<file path="src/rtl/pipeline_ctrl.sv">
// Pipeline sequencing controller: per-cycle enables/flushes for PC and the four stage registers,
// data-miss freeze, load-use bubble, redirect flush, HALT, and a saturating stall-cycle counter.
module pipeline_ctrl #(
   parameter int CNT_W = 16
) (
   input  logic             CLK,
   input  logic             nRST,
   input  logic             ihit,
   input  logic             dhit,
   input  logic             mem_dREN,
   input  logic             mem_dWEN,
   input  logic             mem_halt,
   input  logic             ex_redirect,
   input  logic             idex_dREN,
   input  logic [4:0]       idex_wsel,
   input  logic [4:0]       ifid_rs,
   input  logic [4:0]       ifid_rt,
   output logic             pc_en,
   output logic             ifid_en,
   output logic             idex_en,
   output logic             exmem_en,
   output logic             memwb_en,
   output logic             ifid_flush,
   output logic             idex_flush,
   output logic             dmem_ren,
   output logic             dmem_wen,
   output logic             halt,
   output logic [CNT_W-1:0] stall_cnt
);

   typedef enum logic [1:0] {RUN, DWAIT, HALTED} state_t;

   state_t           r_state, w_next;
   logic [CNT_W-1:0] r_stall_cnt;
   logic             w_memreq, w_lu, w_adv, w_stall_inc;

   assign w_memreq = mem_dREN | mem_dWEN;
   assign w_lu     = idex_dREN & (idex_wsel != 5'd0) &
                     ((idex_wsel == ifid_rs) | (idex_wsel == ifid_rt));

   always_ff @(posedge CLK or negedge nRST) begin
      if (!nRST) begin
         r_state     <= RUN;
         r_stall_cnt <= '0;
      end else begin
         r_state <= w_next;
         if (w_stall_inc && (r_stall_cnt != {CNT_W{1'b1}}))
            r_stall_cnt <= r_stall_cnt + 1'b1;
      end
   end

   always_comb begin
      w_adv       = 1'b0;
      w_next      = r_state;
      w_stall_inc = 1'b0;
      pc_en       = 1'b0;
      ifid_en     = 1'b0;
      idex_en     = 1'b0;
      exmem_en    = 1'b0;
      memwb_en    = 1'b0;
      ifid_flush  = 1'b0;
      idex_flush  = 1'b0;
      dmem_ren    = 1'b0;
      dmem_wen    = 1'b0;

      case (r_state)
         RUN: begin
            w_adv = ihit & (~w_memreq | dhit);
            if (w_memreq && !dhit && ihit) w_next = DWAIT;
            else if (mem_halt && w_adv)    w_next = HALTED;
         end
         DWAIT: begin
            // Data side owns the arbiter here, so a pending ifetch cannot hold us.
            w_adv = dhit;
            if (dhit) w_next = mem_halt ? HALTED : RUN;
         end
         default: w_adv = 1'b0;
      endcase

      if (r_state != HALTED)
         w_stall_inc = ~w_adv | (w_lu & ~ex_redirect);

      // Outputs are held low throughout reset regardless of the inputs.
      if (nRST) begin
         pc_en    = w_adv;
         ifid_en  = w_adv;
         idex_en  = w_adv;
         exmem_en = w_adv;
         memwb_en = w_adv;
         if (r_state != HALTED) begin
            dmem_ren = mem_dREN;
            dmem_wen = mem_dWEN;
         end
         if (w_adv && ex_redirect) begin
            ifid_flush = 1'b1;
            idex_flush = 1'b1;
         end else if (w_adv && w_lu) begin
            pc_en      = 1'b0;
            ifid_en    = 1'b0;
            idex_flush = 1'b1;
         end
      end
   end

   assign halt      = (r_state == HALTED);
   assign stall_cnt = r_stall_cnt;

endmodule

</file>
<file path="config.mk">
export PLATFORM = sky130hd
export DESIGN_NAME = pipeline_ctrl
export DESIGN_NICKNAME = d
export VERILOG_FILES = /design/src/rtl/pipeline_ctrl.sv
export SDC_FILE = /design/constraint.sdc
export NUM_CORES = 1
export LEC_CHECK = 0
export ABC_AREA = 1
export CAP_MARGIN = 10
export CORE_MARGIN = 1.5
export CORE_UTILIZATION = 41
export CTS_CLUSTER_DIAMETER = 30
export CTS_CLUSTER_SIZE = 20
export DETAILED_ROUTE_END_ITERATION = 16
export PLACE_DENSITY = 0.79
export SLEW_MARGIN = 40
export SYNTH_ARGS = -nofsm -noshare
export SYNTH_HDL_FRONTEND = slang
export SYNTH_SLANG_ARGS = --single-unit
export TNS_END_PERCENT = 10
</file>
<file path="constraint.sdc">
create_clock -name CLK -period 1.5 [get_ports CLK]
set_input_delay 0.15 -clock CLK [delete_from_list [all_inputs] [get_ports CLK]]
set_output_delay 0.15 -clock CLK [all_outputs]
set_load 0.02 [all_outputs]
</file>
Word-level counts from Yosys, hierarchy flattened. Cells that the tools add are included.

$add $sub $neg: 1. Multipliers: 0. Div/mod/pow operators: 0. Order comparisons: 0. Equality and inequality tests: 8. Shift operators: 0. Multiplexer cells: 20. Bitwise operators: 11. Reductions and logical operators: 11.

Operators with widths (count): adder 16 x 1 -> 16 bit, second input constant (1); != test 16 bit, second input constant (1); two-way mux 1 bit (14); == test 5 bit (2); two-way mux 2 bit (4); logical AND 1 bit (6); nonzero test 5 bit (1); bitwise AND 1 bit (4); != test 2 bit, second input constant (2); OR 1 bit (4); one-hot mux 2 bit (2 select lines) (1); != test 3 bit, second input constant (1); NOT 1 bit (3); AND reduction 3 bit (1); == test 2 x 1 -> 1 bit, second input constant (1); == test 2 bit, second input constant (1); zero test 2 bit (1); one-hot mux 1 bit (2 select lines) (1); nonzero test 2 bit (1); zero test 1 bit (1).

Flip-flop bits (word level): 18. Bits in latches: 0. Bits in writable memories: 0. Bits in read-only memories: 0. Word-level logic and storage cells: 53. Memories: 0.

Logic depth before layout (Yosys ltp). Gate-level depths: netlist (run 1).

Word-level depth: 9. Depth in mapped cells: 12. Gate-level depth less buffers: 11.

Least setup slack after synthesis (run 1). No wires, ideal clock.

Kind: register to output. Start point: reg r_state[0]. End point: out idex_flush. Arrival: 1.521 ns. Data required time: 1.350 ns. Setup slack: -0.171 ns. Stages on the path, launching flop included: 6. Path buffers: 0. Path through: dfrtp_1 > a21oi_1 > nand2_1 > nor2_1 > inv_1 > a21oi_1.

Word-level cells in the longest chain between the ends: 6. Elaborated cells between the ends (all ways): 8. Classes of those cells: 1 x eq/ne; 4 x mux; 3 x reduce/logical.

Ends and longest elaborated chain: start: declaration (line 33) `state_t r_state, w_next;`; start signal: assignment (line 46) `r_state <= w_next;`; == test 2 x 1 -> 1 bit / zero test 2 bit (equally long branches) (line 66) `case (r_state)`; one-hot mux 1 bit (2 select lines) * (line 66); logical AND 1 bit (line 97) `end else if (w_adv && w_lu) begin`; two-way mux 1 bit (line 97); two-way mux 1 bit * (line 94) `if (w_adv && ex_redirect) begin`; two-way mux 1 bit * (line 84) `if (nRST) begin`; end: declaration (line 24) `output logic idex_flush,`.

Mark *: on every way between the ends. The rest lies on a longest branch, timed or not.

Final worst setup path (run 1).
Start point: reg r_state[0]. End point: out ifid_flush.

Word-level cells in the longest chain between the ends: 5. Elaborated cells between the ends (all ways): 6. Classes of those cells: 1 x eq/ne; 3 x mux; 2 x reduce/logical.

Ends and longest elaborated chain: == test 2 x 1 -> 1 bit / zero test 2 bit (equally long branches) (line 66); one-hot mux 1 bit (2 select lines) * (line 66); logical AND 1 bit * (line 94); two-way mux 1 bit * (line 94); two-way mux 1 bit * (line 84); end: declaration (line 23) `output logic ifid_flush,`.

Marked as above.

==> results.json, run 1 <==
{
  "critPathKind": "reg2out",
  "cp.depth": 6,
  "finalWirelength_mm": 4.22,
  "yosys_warnings": 0,
  "antenna_cells": 0,
  "final_area_sq_um": 2280,
  "required_ns": 1.35,
  "clk_latency_ns": 0.30,
  "maxCapViolations": 0,
  "synth_cell_types": 20,
  "clkSinkCount": 18,
  "critPathMaxFanout": 3,
  "grt_pass1_vias": 1574,
  "cp-end-kind": "output pin",
  "min_period_ns": 1.56,
  "hold_slack_ns": 0.0115,
  "path_cells": "a21oi_2 > nand2_2 > nor2_4 > inv_2 > nor2_2 > buf_6",
  "routabilityCongestion": 0.845,
  "die_w_um": 62.8,
  "drive_above_1_share_pct": 25.4,
  "dr.first_iter.drc_count": 105,
  "cp.buffers_inverters": 2,
  "drc": 0,
  "tightest_slew_ns": 0.358,
  "status": "complete, but fails checks",
  "viasPerCell": 4.94,
  "final_common_cell": "nand2_1",
  "vias": 1684,
  "worst_slack_ns": -0.0622,
  "max_freq_ghz": 0.640,
  "p_leak_nw": 1.33,
  "drtPass1Iterations": 4,
  "cts_made_buffers": 3,
  "grt.overflow.total": 0,
  "clkTransAtPathRegs_ns": 0.11,
  "fp-row-count": 21,
  "crit_family": "flip-flops",
  "hold_viol": 0,
  "syn_nets": 248,
  "ant_nets": 0,
  "io_pins": 50,
  "irDropWorstVdd_mv": 0.412,
  "die-area_sq_um": 3940,
  "fin_util_pct": 67.1,
  "antenna_found_initial": 0,
  "crit_slowest_cell": "dfrtp_1",
  "power_density_nw_per_um2": 411,
  "finalMaxSlewViolations": 0,
  "worstHoldPathType": "in2async",
  "layoutNonFillerInstCount": 341,
  "timing.rr.end": "stall_cnt[3]",
  "nets": 321,
  "r2r-start": "stall_cnt[0]",
  "grt_max_degree": 20,
  "synth_cells": 223,
  "max_stage_delay_ns": 0.42,
  "dpl_cell_area_sq_um": 2160,
  "initial_core_util_pct": 43.2,
  "setup_violations": 8,
  "root_buffer": "clkbuf_4",
  "rrSetupSlack_ns": -0.01,
  "netlist_area_sq_um": 1470,
  "finalCritPeriodShare_pct": 104,
  "setup_tns_ns": -0.269,
  "rsz0062_at_grt": "true",
  "layout-area-overhead-vs-synth_pct": 55.3,
  "synth_seq_area_share_pct": 30.7,
  "wl_per_cell_um": 12.4,
  "violations": "negative setup slack",
  "dp.cells": 335,
  "ctsLongestPathBuffers": 2,
  "h-tree-depth": 1,
  "core_area_sq_um": 3390,
  "mostFrequentLayoutCells": "nand2_1, inv_1, buf_4",
  "critPathLaunchType": "register",
  "port_buffers": 49,
  "die_y_um": 62.8,
  "cts_tree": "built",
  "synth-seq-cells": 18,
  "arrival_ns": 1.41,
  "grt_pass1_wl_mm": 6.91,
  "worstRegToRegCells": 7,
  "avgSynthCellArea_sq_um": 6.57,
  "skew_ns": 0.00479,
  "grt_use_total_pct": 21.7,
  "slew_headroom_pct": 76.0,
  "dp_hpwl_mm": 3.07
}
==> what timing repair did <==
item / 4_1_cts / 5_1_grt
hold buffers: 1 / 0
pin swaps: 4 / 8
setup endpoints to repair: 40 / 28
hold endpoints to repair: 8 / 0
gates resized for setup: 70 / 34
setup buffers: 0 / 1
==> worst max-delay path by stage <==
stage                      start             to  slack (ns)
global placement    idex_wsel[4]     idex_flush       -0.56
finish                r_state[0]     ifid_flush       -0.06
detailed placement  idex_wsel[4]     idex_flush       -0.58
CTS                   r_state[0]     ifid_flush       -0.08
global route          r_state[0]     ifid_flush       -0.14
floorplan           stall_cnt[2]  stall_cnt[15]      -0.009
==> cells in the mapped netlist (all sizes together) <==
library cell   n  area share [%]
xor2           8             4.8
inv           37             9.5
nand2         76              20
nand4         21              10
dfrtp         18              31
xnor2          4             2.4
a21oi          4             1.4
nor2          22             6.0
o21ai          6             2.0
nor3           2            0.68
buf            9             5.7
ha             1            0.85
nand3         15             6.1
==> metal layers <==
layer / GRT usage (%) / routed length [um] / vias to the layer above
met5: 0 / 0 / -
met4: 6.39 / 49 / 0
met3: 3.96 / 173 / 9
met2: 37.4 / 2180 / 53
met1: 27.7 / 1820 / 777
li1: - / - / 845
==> through the flow <==
step | setup WS, ns | total power, mW
finish | -0.0622 | 0.935
global route | -0.135 | 0.982
CTS | -0.0804 | 0.939
detailed placement | -0.580 | 0.637
global placement | -0.559 | 0.634
floorplan | -0.00886 | 0.543
==> kinds of logic (layout without fill, tap and decap cells) <==
| group | count (synthesis) | in the layout | synth area share, % |
|---|---|---|---|
| DFF | 18 | 18 | 30.7 |
| adders and majority gates | 1 | 1 | 0.854 |
| xor gates and xnor gates | 12 | 12 | 7.17 |
| and+or+nand+nor | 136 | 136 | 42.6 |
| AOI/OAI and AO/OA | 10 | 10 | 3.42 |
| buffers and inverters | 46 | 118 | 15.2 |
==> state kept, by name, indices dropped and copies added (netlist names) <==
name,count
r_state,2
stall_cnt,16
==> report_power, final <==
part | total (mW) | switching [mW] | internal (mW)
clock | 0.307 | 0.159 | 0.148
sequential | 0.485 | 0 | 0.485
combinational | 0.143 | 0.0677 | 0.0754
total | 0.935 | 0.227 | 0.709
==> final cells by class <==
| cell class | instances | area (sq um) |
|---|---|---|
| sequential | 18 | 457 |
| inverter | 37 | 139 |
| fill | 280 | 1110 |
| tap | 46 | 57.6 |
| timing repair buffer | 77 | 709 |
| clock buffer | 4 | 36.3 |
| multi-input combinational | 159 | 877 |
No activity file was read; power rests on OpenSTA's default activity.
==> run 2, diff against run 1 <==
PLACE_DENSITY = 0.76   (was 0.79)
==> results.json, run 2 (synthesis gave the netlist of run 1 again) <==
{
  "layout-area-overhead-vs-synth_pct": 55.9,
  "drive_above_1_share_pct": 27.1,
  "grt_use_total_pct": 21.1,
  "worstRegToRegCells": 9,
  "skew_ns": 0.00984,
  "ant_nets": 0,
  "grt_pass1_wl_mm": 6.78,
  "r2r-start": "stall_cnt[0]",
  "drc": 0,
  "mostFrequentLayoutCells": "nand2_1, buf_4, inv_1",
  "slew_headroom_pct": 80.9,
  "critPathLaunchType": "register",
  "maxCapViolations": 0,
  "dp.cells": 340,
  "cts_made_buffers": 3,
  "timing.rr.end": "stall_cnt[15]",
  "port_buffers": 49,
  "cpMostUsedCell": "a21oi_2",
  "viasPerCell": 4.82,
  "final_common_cell": "nand2_1",
  "antenna_found_initial": 0,
  "largest_reg_flops": 16,
  "finalMaxSlewViolations": 0,
  "grt.overflow.total": 0,
  "max_stage_delay_ns": 0.42,
  "hold_viol": 0,
  "worstHoldPathType": "in2async",
  "h-tree-depth": 1,
  "rrSetupSlack_ns": 0.03,
  "min_period_ns": 1.58,
  "die_w_um": 62.8,
  "rsz0062_at_grt": "true",
  "fillCellCount": 276,
  "nets": 325,
  "final_area_sq_um": 2280,
  "die_y_um": 62.8,
  "io_pins": 50,
  "required_ns": 1.35,
  "fp-row-count": 21,
  "cp-end-kind": "output pin",
  "setup_violations": 4,
  "antenna_cells": 0,
  "layoutNonFillerInstCount": 345,
  "hold_buffers": 0,
  "wl_per_cell_um": 11.6,
  "dp_hpwl_mm": 3.01,
  "die-area_sq_um": 3940,
  "cts_tree": "built",
  "clkTransAtPathRegs_ns": 0.11,
  "tightest_slew_ns": 0.286,
  "p_leak_nw": 1.36,
  "finalCritPeriodShare_pct": 105,
  "power_density_nw_per_um2": 406,
  "dr.first_iter.drc_count": 149,
  "ctsLongestPathBuffers": 2,
  "grt_max_degree": 19,
  "initial_core_util_pct": 43.2,
  "core_area_sq_um": 3390,
  "grt_pass1_vias": 1626,
  "clkSinkCount": 18,
  "irDropWorstVdd_mv": 0.293,
  "worst_slack_ns": -0.0767,
  "dpl_cell_area_sq_um": 2180,
  "finalWirelength_mm": 3.99,
  "arrival_ns": 1.43,
  "vias": 1664,
  "critPathKind": "reg2out",
  "violations": "negative setup slack",
  "power.total_uw": 928,
  "routabilityCongestion": 0.849,
  "crit_slowest_cell": "dfrtp_1",
  "root_buffer": "clkbuf_4",
  "status": "complete, but fails checks",
  "clk_latency_ns": 0.30,
  "drtPass1Iterations": 4,
  "place_worst_setup_slack_ns": -0.646,
  "path_cells": "a21oi_2 > nand2_2 > nor2_4 > inv_2 > a21oi_2 > buf_4",
  "max_freq_ghz": 0.634,
  "critPathMaxFanout": 5
}
## run 2: routing by layer
metal | part of all wire [%] | vias to the layer above | global-route usage (%)
met2 | 54 | 44 | 39.2
li1 | - | 850 | -
met1 | 42 | 766 | 25.1
met4 | 1.0 | 0 | 5.00
met3 | 3.5 | 4 | 3.42
met5 | 0 | - | 0
## run 2: worst max-delay path by stage
stage | from | end | slack [ns] | cells after the start
2_1_floorplan | stall_cnt[2] | stall_cnt[15] | -0.009 | 9
3_3_place_gp | mem_dWEN | idex_flush | -0.59 | 9
3_5_place_dp | mem_dWEN | idex_flush | -0.65 | 9
4_1_cts | r_state[0] | idex_flush | -0.09 | 6
5_1_grt | r_state[0] | idex_flush | -0.16 | 6
6_report | r_state[0] | idex_flush | -0.08 | 6
## run 2: power by group
group	internal (mW)	switching, mW	leakage [nW]
combinational	0.0742	0.0653	1.10
sequential	0.485	0	0.240
clock	0.148	0.155	0.0210
## run 2: per-stage QoR
step | hold slack, ns | utilization [%] | TNS, ns
final | 0.409 | 67.4 | -0.191
after global placement | 0.504 | 64.3 | -9.64
after floorplan | -0.146 | - | -0.00911
after global routing | 0.413 | 67.4 | -1.31
after detailed placement | 0.507 | 64.3 | -10.55
after CTS | 0.417 | 65.2 | -0.278
## run 2: what timing repair did
item / 4_1_cts / 5_1_grt
endpoints found under the setup margin: 40 / 28
resized for setup: 74 / 28
buffers inserted: 0 / 1
pin swaps: 4 / 9
cloned: 0 / 0
## run 2: area by class of cell
| type | count | area [sq um] | share of cell area, % |
|---|---|---|---|
| Clock buffer | 4 | 36.3 | 1.59 |
| Timing Repair Buffer | 81 | 719 | 31.5 |
| Inverter | 37 | 139 | 6.08 |
| Multi-Input combinational cell | 159 | 877 | 38.4 |
| Tap cell | 46 | 57.6 | 2.52 |
| Sequential cell | 18 | 455 | 19.9 |
## run 2: worst max-delay path: cells and delay by family, from the launching register on
kind	cells	cell delay, ns
flops	1	0.42
buf+inv	2	0.21
simple gates	2	0.22
compound gates	2	0.27
==> run 3, diff against run 2 <==
MAX_ROUTING_LAYER = met4   (was not set)
==> results.json, run 3 (synthesis gave the netlist of run 1 again) <==
{
  "ctsLongestPathBuffers": 2,
  "p_int_uw": 707,
  "critPathMaxFanout": 5,
  "required_ns": 1.35,
  "min_period_ns": 1.58,
  "clkTransAtPathRegs_ns": 0.11,
  "slew_headroom_pct": 80.6,
  "arrival_ns": 1.43,
  "antenna_cells": 0,
  "vias": 1665,
  "combPwrFrac_pct": 15.1,
  "wl_per_cell_um": 11.6,
  "setup_violations": 4,
  "ant_nets": 0,
  "grt_pass1_vias": 1623,
  "place_worst_setup_slack_ns": -0.646,
  "core_area_sq_um": 3390,
  "p_leak_nw": 1.36,
  "final_common_cell": "nand2_1",
  "hold_viol": 0,
  "grt_use_total_pct": 21.7,
  "cts_made_buffers": 3,
  "power.total_uw": 926,
  "skew_ns": 0.00845,
  "status": "complete, but fails checks",
  "cp-end-kind": "output pin",
  "die_w_um": 62.8,
  "tightest_slew_ns": 0.289,
  "p_clk_share_pct": 32.6,
  "crit_slowest_cell": "dfrtp_1",
  "power_density_nw_per_um2": 405,
  "finalMaxSlewViolations": 0,
  "finalWirelength_mm": 4.01,
  "die-area_sq_um": 3940,
  "finalCritPeriodShare_pct": 105,
  "drc": 0,
  "io_pins": 50,
  "dr.first_iter.drc_count": 140,
  "h-tree-depth": 1,
  "clkSinkCount": 18,
  "antenna_found_initial": 0,
  "grt.overflow.total": 0,
  "cpMostUsedCell": "a21oi_2",
  "fp-row-count": 21,
  "critPathLaunchType": "register",
  "viasPerCell": 4.83,
  "r2r-start": "stall_cnt[0]",
  "grt_pass1_wl_mm": 6.80,
  "path_cells": "a21oi_2 > nand2_2 > nor2_4 > inv_2 > a21oi_2 > buf_4",
  "die_y_um": 62.8,
  "max_stage_delay_ns": 0.42,
  "cts_tree": "built",
  "switching_share_pct": 23.6,
  "routabilityCongestion": 0.863,
  "fillCellCount": 276,
  "mostFrequentLayoutCells": "nand2_1, buf_4, inv_1",
  "timing.rr.end": "stall_cnt[15]",
  "drive_above_1_share_pct": 27.1,
  "worstHoldPathType": "in2async",
  "layout-area-overhead-vs-synth_pct": 55.9,
  "seq_power_share_pct": 52.4,
  "largest_reg_flops": 16,
  "rsz0062_at_grt": "true",
  "worstRegToRegCells": 9,
  "initial_core_util_pct": 43.2,
  "setup_tns_ns": -0.206,
  "hold_buffers": 0,
  "max_freq_ghz": 0.633,
  "grt_max_degree": 19,
  "port_buffers": 49,
  "maxCapViolations": 0,
  "violations": "negative setup slack",
  "rrSetupSlack_ns": 0.03,
  "worst_slack_ns": -0.0804,
  "p_sw_uw": 219,
  "drtPass1Iterations": 4,
  "nets": 325,
  "root_buffer": "clkbuf_4",
  "dp_hpwl_mm": 3.01,
  "irDropWorstVdd_mv": 0.292,
  "critPathKind": "reg2out",
  "clk_latency_ns": 0.30
}
[run 3: stage by stage]
| step | area (sq um) | util (%) | std cells | hold slack (ns) |
|---|---|---|---|---|
| 3_5_place_dp | 2180 | 64.3 | 340 | 0.507 |
| 4_1_cts | 2210 | 65.2 | 344 | 0.417 |
| 5_1_grt | 2280 | 67.4 | 345 | 0.413 |
| 3_3_place_gp | 2180 | 64.3 | 340 | 0.504 |
| 2_1_floorplan | 1480 | - | 223 | -0.146 |
| 6_report | 2280 | 67.4 | 345 | 0.409 |
[run 3: per-layer routing]
layer | part of all wire, % | up-vias | global-route usage, %
met2 | 55 | 58 | 39.1
met3 | 4.8 | 2 | 3.24
met4 | 0.47 | 0 | 5.00
met5 | 0 | - | -
li1 | - | 851 | -
met1 | 40 | 754 | 25.5
[run 3: layout make-up]
cell class / instances / area, sq um / share of cell area (%)
Sequential cell: 18 / 455 / 19.9
Inverter: 37 / 139 / 6.08
Multi-Input combinational cell: 159 / 877 / 38.4
Clock buffer: 4 / 36.3 / 1.59
Tap cell: 46 / 57.6 / 2.52
Timing Repair Buffer: 81 / 719 / 31.5
[run 3: worst max-delay path: cells and delay by family (launching register included)]
kind / cells / cell delay, ns
flip-flops: 1 / 0.42
buffers and inverters: 2 / 0.21
AO/OA/AOI/OAI: 2 / 0.28
AND/OR/NAND/NOR: 2 / 0.23
[run 3: worst max path at each step]
| stage | start | end | slack (ns) |
|---|---|---|---|
| after floorplan | stall_cnt[2] | stall_cnt[15] | -0.009 |
| after global placement | mem_dWEN | idex_flush | -0.59 |
| final | r_state[0] | idex_flush | -0.08 |
| after global routing | r_state[0] | idex_flush | -0.16 |
| after CTS | r_state[0] | idex_flush | -0.09 |
| after detailed placement | mem_dWEN | idex_flush | -0.65 |
[run 3: power groups by stage]
stage / Sequential, mW / Clock (mW) / Combinational, mW
floorplan: 0.495 / 0 / 0.0480
global placement: 0.494 / 0 / 0.142
detailed placement: 0.494 / 0 / 0.145
CTS: 0.485 / 0.312 / 0.142
global route: 0.485 / 0.329 / 0.156
finish: 0.485 / 0.302 / 0.140
[run 3: what timing repair did]
item                       4_1_cts  5_1_grt
buffers inserted                 0        1
pin swaps                        4        9
gates cloned                     0        0
gates resized for setup         74       28
setup endpoints to repair       40       28
